`src/rtl/mod_arith_pkg.sv`:
```
// mod_arith_pkg: shared FSM state encoding and latency bound for modular arithmetic blocks
package mod_arith_pkg;
  typedef enum logic [1:0] {IDLE, RUN, FIN} state_t;
  function automatic int lat_bound(input int w);
    return 4 * w + 2;
  endfunction
endpackage

```
`src/rtl/mod_sub_module.sv`:
```
// mod_sub_module: (a - b) mod n for 0 <= a, b < n
module mod_sub_module #(
  parameter int WIDTH = 64
) (
  input  logic [WIDTH-1:0] a,
  input  logic [WIDTH-1:0] b,
  input  logic [WIDTH-1:0] n,
  output logic [WIDTH-1:0] r
);
  assign r = a - b + (a < b ? n : '0);
endmodule

```
`src/rtl/mod_inv_binary.sv`:
```
// mod_inv_binary: binary extended-GCD modular inverse, one reduction step per cycle
module mod_inv_binary
  import mod_arith_pkg::*;
#(
  parameter int WIDTH = 64
) (
  input  logic             clk,
  input  logic             rst,
  input  logic             start,
  input  logic [WIDTH-1:0] A,
  input  logic [WIDTH-1:0] N,
  output logic             busy,
  output logic             done,
  output logic             err,
  output logic [WIDTH-1:0] R
);
  state_t state_q;
  logic [WIDTH-1:0] u_q, v_q, x1_q, x2_q, n_q, r_q;
  logic [WIDTH-1:0] u_d, v_d, x1_d, x2_d, h1, h2, sub_r;
  logic [WIDTH:0] s1, s2;
  logic inv_q, busy_q, done_q, err_q, ge, stop_err;
  assign ge = u_q >= v_q;
  assign s1 = {1'b0, x1_q} + {1'b0, n_q};
  assign s2 = {1'b0, x2_q} + {1'b0, n_q};
  assign h1 = x1_q[0] ? s1[WIDTH:1] : x1_q >> 1;
  assign h2 = x2_q[0] ? s2[WIDTH:1] : x2_q >> 1;
  mod_sub_module #(.WIDTH(WIDTH)) u_sub (
    .a(ge ? x1_q : x2_q),
    .b(ge ? x2_q : x1_q),
    .n(n_q),
    .r(sub_r)
  );
  // one reduction step, priority: u even, v even, u>=v, else
  always_comb begin
    u_d  = !u_q[0] ? u_q >> 1 : (v_q[0] && ge) ? u_q - v_q : u_q;
    v_d  = !u_q[0] ? v_q : !v_q[0] ? v_q >> 1 : ge ? v_q : v_q - u_q;
    x1_d = !u_q[0] ? h1 : (v_q[0] && ge) ? sub_r : x1_q;
    x2_d = !u_q[0] ? x2_q : !v_q[0] ? h2 : ge ? x2_q : sub_r;
  end
  assign stop_err = inv_q || u_q == '0 || v_q == '0;
  // control FSM with registered outputs and datapath registers
  always_ff @(posedge clk or posedge rst) begin
    if (rst) begin
      state_q <= IDLE;
      {u_q, v_q, x1_q, x2_q, n_q, r_q} <= '0;
      {inv_q, busy_q, done_q, err_q} <= '0;
    end else begin
      case (state_q)
        IDLE: if (start) begin
          u_q     <= A;
          v_q     <= N;
          x1_q    <= WIDTH'(1);
          x2_q    <= '0;
          n_q     <= N;
          inv_q   <= !N[0] || N <= WIDTH'(1) || A == '0 || A >= N;
          err_q   <= 1'b0;
          busy_q  <= 1'b1;
          state_q <= RUN;
        end
        RUN: if (stop_err || u_q == WIDTH'(1) || v_q == WIDTH'(1)) begin
          err_q   <= stop_err;
          r_q     <= stop_err ? '0 : u_q == WIDTH'(1) ? x1_q : x2_q;
          busy_q  <= 1'b0;
          done_q  <= 1'b1;
          state_q <= FIN;
        end else begin
          u_q  <= u_d;
          v_q  <= v_d;
          x1_q <= x1_d;
          x2_q <= x2_d;
        end
        FIN: begin
          done_q  <= 1'b0;
          state_q <= IDLE;
        end
        default: state_q <= IDLE;
      endcase
    end
  end
  assign busy = busy_q;
  assign done = done_q;
  assign err  = err_q;
  assign R    = r_q;
endmodule
```
`config.mk`:
```
export PLATFORM = sky130hd
export DESIGN_NAME = mod_inv_binary
export DESIGN_NICKNAME = d
export VERILOG_FILES = /design/src/rtl/mod_arith_pkg.sv /design/src/rtl/mod_sub_module.sv /design/src/rtl/mod_inv_binary.sv
export SDC_FILE = /design/constraint.sdc
export NUM_CORES = 2
export LEC_CHECK = 0
export ABC_AREA = 0
export CORE_ASPECT_RATIO = 2
export CORE_MARGIN = 2
export CORE_UTILIZATION = 48
export CTS_CLUSTER_DIAMETER = 150
export DETAILED_ROUTE_END_ITERATION = 10
export PLACE_DENSITY_LB_ADDON = 0.12
export SLEW_MARGIN = 20
export SYNTH_ARGS = -nofsm -noshare
export SYNTH_HDL_FRONTEND = slang
export SYNTH_SLANG_ARGS = --single-unit
```
`constraint.sdc`:
```
create_clock -name clk -period 13.4 [get_ports clk]
set_clock_uncertainty 0.1 [all_clocks]
set_input_delay 3.35 -clock clk [delete_from_list [all_inputs] [get_ports clk]]
set_output_delay 3.35 -clock clk [all_outputs]
set_load 0.01 [all_outputs]
```
Word level (Yosys, flattened, before mapping)
Index checks and enable logic that the tools add are counted.
{ "word_totals": {"memories": 0, "register_bits": 390, "out_inout_bits": 67, "ram_bits": 0, "in_bits": 131, "latchBits": 0, "elab_cells": 97, "rom_bits": 0} }
{ "classes": {"mul": 0, "div": 0, "mux": 40, "magnitude_cmp": 4, "bitwise": 0, "n_addsub": 6, "reduce_logical": 24, "n_eq_ne": 10, "n_shift": 0} }
{ "ops": {"columns": ["cell", "count"], "rows": [
  ["two-way mux 64 bit", 25],
  ["case mux 64 bit (2 select lines)", 4],
  ["zero test 64 bit", 3],
  ["subtractor 64 bit", 3],
  ["adder 64 x 64 -> 65 bit", 2],
  ["== test 64 x 1 -> 1 bit, second input constant", 2],
  ["greater-or-equal comparator 64 bit", 2],
  ["adder 64 bit", 1],
  ["<= comparator 64 x 1 -> 1 bit, second input constant", 1],
  ["< comparator 64 bit", 1],
  ["inequality test 2 bit, second input constant", 4],
  ["AND reduction 2 bit", 4],
  ["AND reduction 4 bit", 2],
  ["logical OR 1 bit", 7],
  ["inequality test 3 bit, second input constant", 2],
  ["case mux 1 bit (2 select lines)", 3],
  ["AND reduction 3 bit", 2],
  ["two-way mux 1 bit", 5],
  ["AND reduction 5 bit", 1],
  ["two-way mux 2 bit", 2],
  ["case mux 2 bit (2 select lines)", 1],
  ["nonzero test 2 bit", 2],
  ["== test 2 x 1 -> 1 bit, second input constant", 1],
  ["== test 2 bit, second input constant", 1],
  ["other kinds (3)", 3]
]} }

Longest topological paths before layout
{ "depth": {"ltp_word": 10, "depth_mapped": 38, "depth_no_buf": 31} }

Modules after synthesis
A second synthesis with hierarchy kept.
{ "unflattened": {"cells_unflattened": 6087, "area_unflattened_um2": 44790.5} }
{ "by_module_without_submodules": {"columns": ["module", "n_inst", "seq_area_each_um2", "cells_per_inst", "area_per_inst_um2"], "rows": [
  ["mod_inv_binary", 1, 9759.4, 5022, 37285.8],
  ["mod_sub_module", 1, 0.0, 1065, 7504.7]
]} }

Worst setup path before layout
OpenSTA, ideal clock, no wires.
{ "synth_timing": {"path_type": "flip-flop to flip-flop", "startpoint": "register u_q[0]", "endpoint": "register x2_q[62]", "setup_ns": 0.147, "path_buffers": 5, "stages_incl_launch_ff": 36, "period_less_slack_ns": 8.605, "required_time_ns": 13.153, "slack_ns": 4.795, "arrival_time_ns": 8.358, "path_cell_list": "dfrtp_1 -> clkbuf_1 -> inv_1 -> clkbuf_1 -> buf_1 -> ha_1 -> inv_1 -> fa_1 -> a21oi_2 -> o22ai_1 -> o41a_1 -> a41o_1 -> a22o_4 -> nor2_4 -> o211ai_1 -> a2111o_1 -> a2111oi_2 -> o211a_1 -> buf_6 -> clkbuf_1 -> nand2_1 -> fa_1 -> fa_1 -> nor2b_1 -> o21ai_0 -> nand2_1 -> a21oi_1 -> o311ai_2 -> o2111ai_1 -> a2111oi_1 -> o21ai_0 -> a2111oi_2 -> o41ai_2 -> o211a_1 -> a2111oi_0 -> a22oi_1"} }
{ "synth_via": {"elab_chain_cells": 10, "elab_cells_between_ends": 22, "cone_classes": "2 x add/sub; 2 x order compare; 4 x eq/ne; 8 x mux; 6 x reduce/logical"} }
{ "synth_rtl": {"columns": ["item", "line_no", "rtl"], "rows": [
  ["start, declared", "mod_inv_binary.sv:18", "logic [WIDTH-1:0] u_q, v_q, x1_q, x2_q, n_q, r_q;"],
  ["start signal, assigned", "mod_inv_binary.sv:67", "u_q <= u_d;"],
  ["greater-or-equal comparator 64 bit", "mod_inv_binary.sv:22", "assign ge = u_q >= v_q;"],
  ["two-way mux 64 bit, on equally long branches", "mod_inv_binary.sv:28, mod_inv_binary.sv:29", null],
  ["< comparator 64 bit", "mod_sub_module.sv:10", "assign r = a - b + (a < b ? n : '0);"],
  ["two-way mux 64 bit", "mod_sub_module.sv:10", null],
  ["adder 64 bit", "mod_sub_module.sv:10", null],
  ["two-way mux 64 bit (3 in series)", "mod_inv_binary.sv:38", "x2_d = !u_q[0] ? x2_q : !v_q[0] ? h2 : ge ? x2_q : sub_r;"],
  ["two-way mux 64 bit", "mod_inv_binary.sv:60", "RUN: if (stop_err || u_q == WIDTH'(1) || v_q == WIDTH'(1)) begin"],
  ["case mux 64 bit (2 select lines)", "mod_inv_binary.sv:48", "case (state_q)"],
  ["end signal, assigned", "mod_inv_binary.sv:45", "{u_q, v_q, x1_q, x2_q, n_q, r_q} <= '0;"],
  ["end signal, assigned", "mod_inv_binary.sv:53", "x2_q <= '0;"],
  ["end signal, assigned", "mod_inv_binary.sv:70", "x2_q <= x2_d;"],
  ["end, declared", "mod_inv_binary.sv:18", null]
]} }
Several ways; a longest one is shown, not always the timed one. The select of a mux whose other input is x is not followed.
A chain may end at the register's enable or synchronous reset.

Worst setup path in the final report
{ "layout_timing": {"startpoint": "register v_q[0]", "endpoint": "register x2_q[62]"} }
{ "layout_via": {"elab_chain_cells": 10, "elab_cells_between_ends": 20, "cone_classes": "2 x add/sub; 2 x order compare; 3 x eq/ne; 8 x mux; 5 x reduce/logical"} }
{ "layout_rtl": {"columns": ["item", "line_no", "rtl"], "rows": [
  ["start, declared", "mod_inv_binary.sv:18", null],
  ["start signal, assigned", "mod_inv_binary.sv:68", "v_q <= v_d;"],
  ["greater-or-equal comparator 64 bit", "mod_inv_binary.sv:22", null],
  ["two-way mux 64 bit, on equally long branches", "mod_inv_binary.sv:28, mod_inv_binary.sv:29", null],
  ["< comparator 64 bit", "mod_sub_module.sv:10", null],
  ["two-way mux 64 bit", "mod_sub_module.sv:10", null],
  ["adder 64 bit", "mod_sub_module.sv:10", null],
  ["two-way mux 64 bit (3 in series)", "mod_inv_binary.sv:38", null],
  ["two-way mux 64 bit", "mod_inv_binary.sv:60", null],
  ["case mux 64 bit (2 select lines)", "mod_inv_binary.sv:48", null]
]} }
Several ways; a longest one is shown, not always the timed one. The select of a mux whose other input is x is not followed.

==> summary.txt <==
Run status
  – Outcome: complete, no violations

Setup path
  – Cell mode on critical path: fa_1
  – Reg-to-reg setup timing slack: 1410 ps
  – Critical setup path kind: flip-flop to flip-flop
  – Worst r2r src: v_q[0]
  – Arrival time at the worst endpoint: 12400 ps
  – Worst reg-to-reg path cell count: 29
  – CP max stage delay: 1000 ps
  – Worst EP required: 13800 ps
  – CP max-delay cell: a2111oi_1
  – Crit-path max FO: 86
  – Crit start category: flip-flop
  – Critical R2R Capture: x2_q[62]
  – CP Capture Type: flip-flop

Logic synthesis
  – Leading area contributor after synthesis: dfrtp_1
  – Synth top cells by count: nand2_1, a21oi_1, o21ai_0
  – Sequential area share after synthesis: 22.2%
  – Top-count cell post-synth: nand2_1
  – Synthesized cell area: 43900 µm²
  – Synth Flop Type: dfrtp_1
  – Top-area cell type share of the netlist area: 22.2%
  – Post-synth EDFFs: 0
  – Ys async rst share: 100%
  – Seq cells post-synth: 390
  – Avg Synthesized Cell Area: 7.63 µm²
  – Yosys Warn Count: 0
  – Synth cell types: 99
  – Post-Syn Nets: 6333
  – Post-Syn Instances: 5752
  – Synth area leaders: dfrtp_1, ha_1, a21oi_1

Global routing
  – GR Util met3: 9.40%
  – Grt met1 use: 42.7%
  – Largest net degree at the start of global routing: 156
  – Vias in the first global route: 47500
  – Number of antenna violations at the first check in global routing: 17
  – First-pass GRT wire length: 316 mm
  – GRT Overall Usage: 46.3%
  – Met2 usage: 79.9%
  – Grt ovf: 0
  – Grt peak-use layer: met2

Placed design
  – GPL Wtd Cong: 1.08
  – PortBufs: 197
  – Hpwl dp: 170 mm

Timing
  – Max_slew headroom: 17.4%
  – Measured slew at the worst slew-check pin: 1230 ps
  – # setup viols final: 0
  – Final-report hold violation count: 0
  – Setup TNS: 0 ps
  – Min Tclk post-route: 11990 ps
  – RSZ-0062 raised after global routing: false
  – Period Utilization, post-route: 89.5%
  – Max Clock Freq: 83.4 MHz
  – Max-slew violation count: 0

Clock network
  – CTS tree: yes
  – Post-CTS sizing: 0
  – H-tree depth: 2
  – Root buf cell: clkbuf_16
  – Clock Sinks: 390
  – Worst skew pair latency: 670 ps
  – Clock slew at reported path FFs: 70 ps
  – Post CTS Setup Buffer Count: 0
  – CTS buffer count: 45
  – Hold Buf Count CTS: 0
  – Deepest clock path buffer count: 3

Detailed routing
  – Routed via count: 46900
  – Total Routed Length: 220 mm
  – DRT Pass-1 Iters: 6
  – Vias/cell: 6.76
  – Post-route ant nets: 0
  – 1st-iter DRT viols: 3752
  – DRC violations left: 0
  – WL/cell: 31.8 µm

Cells and area
  – Nets: 6291
  – Syn-to-layout area delta: 9.84%
  – # fillers: 9176
  – Share of cells above drive strength 1: 3.99%

Worst hold path
  – Hold wc startpoint: R[22]
  – Hold Path Sink: R[22]
  – WHS Path Cells: 2
  – Hold Crit Class: flip-flop to flip-flop

Floorplanning
  – Die area: 94000 µm²
  – Number of cell rows: 156
  – I/O pin cnt: 198
  – Die X-Extent: 218 µm
  – Starting Density: 48.5%
  – Core Footprint: 90600 µm²
  – Die Y: 432 µm

Flow run
  – Max Cap Viol: 0
## logic make-up (layout without fill, tap and decap cells)
logic type	after synthesis	after routing	synth area share (%)
compound gates	1957	1957	28.5
xor+xnor	328	328	6.58
fa+ha+maj	496	496	15.0
buf+inv	777	769	6.79
flops	390	390	22.2
mux	134	134	3.09
other cells	0	9	0
simple gates	1670	1670	17.8
## registers in the layout (all words and copies together) (netlist names), 2 cells and up
signal,flops
R,64
n_q,64
u_q,64
v_q,64
x1_q,64
x2_q,64
state_q,2
## worst max path at each step
| stage | startpoint | endpoint | slack (ps) | depth (start not counted) |
|---|---|---|---|---|
| finish | v_q[0] | x2_q[62] | 1410 | 29 |
| global route | v_q[0] | x2_q[62] | 1070 | 29 |
| CTS | v_q[0] | x2_q[62] | 1860 | 29 |
| detailed placement | v_q[0] | x2_q[62] | 1900 | 29 |
| global placement | v_q[0] | x2_q[62] | 2160 | 29 |
| floorplan | rst | R[0] | 4700 | 1 |
## worst max-delay path, delay by kind of cell (launching register included)
kind	cells	cell delay, ps
fa+ha+maj	4	1750
flops	1	870
buf+inv	1	60
simple gates	5	1620
compound gates	19	7290
## layout make-up
type / instances / area, µm² / share of cell area, %
timing repair buffer: 259 / 2460 / 5.11
inverter: 429 / 1620 / 3.35
multi-input combinational: 4585 / 31300 / 64.9
tap: 1185 / 1480 / 3.08
sequential: 390 / 9770 / 20.3
clock buffer: 54 / 1220 / 2.54
clock inverter: 27 / 333 / 0.690
antenna: 9 / 22.5 / 0.0467
## routing by layer
metal / wire, µm / vias up / part of all wire (%)
met5: 79 / - / 0.036
met4: 30800 / 12 / 14
met3: 15400 / 1228 / 7.0
met2: 107000 / 2561 / 49
met1: 67200 / 22500 / 30
li1: - / 20600 / -
## cell usage in the layout, fill, tap and decap left out, drive strengths merged, types with 21 or more instances in the layout
| cell | instances |
|---|---|
| a21o | 184 |
| nor3 | 83 |
| nor2 | 348 |
| a21oi | 527 |
| clkdlybuf4s50 | 197 |
| a22o | 27 |
| inv | 431 |
| a221oi | 62 |
| o22ai | 46 |
| nor2b | 89 |
| nand3 | 84 |
| a211oi | 88 |
| mux2i | 122 |
| buf | 61 |
| o221ai | 54 |
| and3 | 37 |
| nand2 | 688 |
| nand4 | 62 |
| o21a | 35 |
| or3 | 21 |
| nor4 | 93 |
| a31oi | 61 |
| ha | 383 |
| nand2b | 69 |
| o211ai | 67 |
| maj3 | 46 |
| dfrtp | 390 |
| o21ai | 510 |
| and2 | 44 |
| o21bai | 71 |
| o31ai | 52 |
| clkbuf | 55 |
| xnor2 | 198 |
| xor2 | 129 |
| fa | 67 |
## per-stage QoR
stage,hold WS (ps),worst slack (ps),std cells,area [µm²],util [%]
after detailed placement,369,1900,6847,46600,51.5
after global placement,361,2160,6846,46600,51.4
final,374,1410,6938,48200,53.2
after floorplan,388,4700,5752,43900,-
after CTS,383,1860,6928,48200,53.2
after global routing,400,1070,6930,48200,53.2
Power is left out: the tool's default activity adds up to more than one toggle a clock period on the data nets, which glitch-free logic cannot reach.
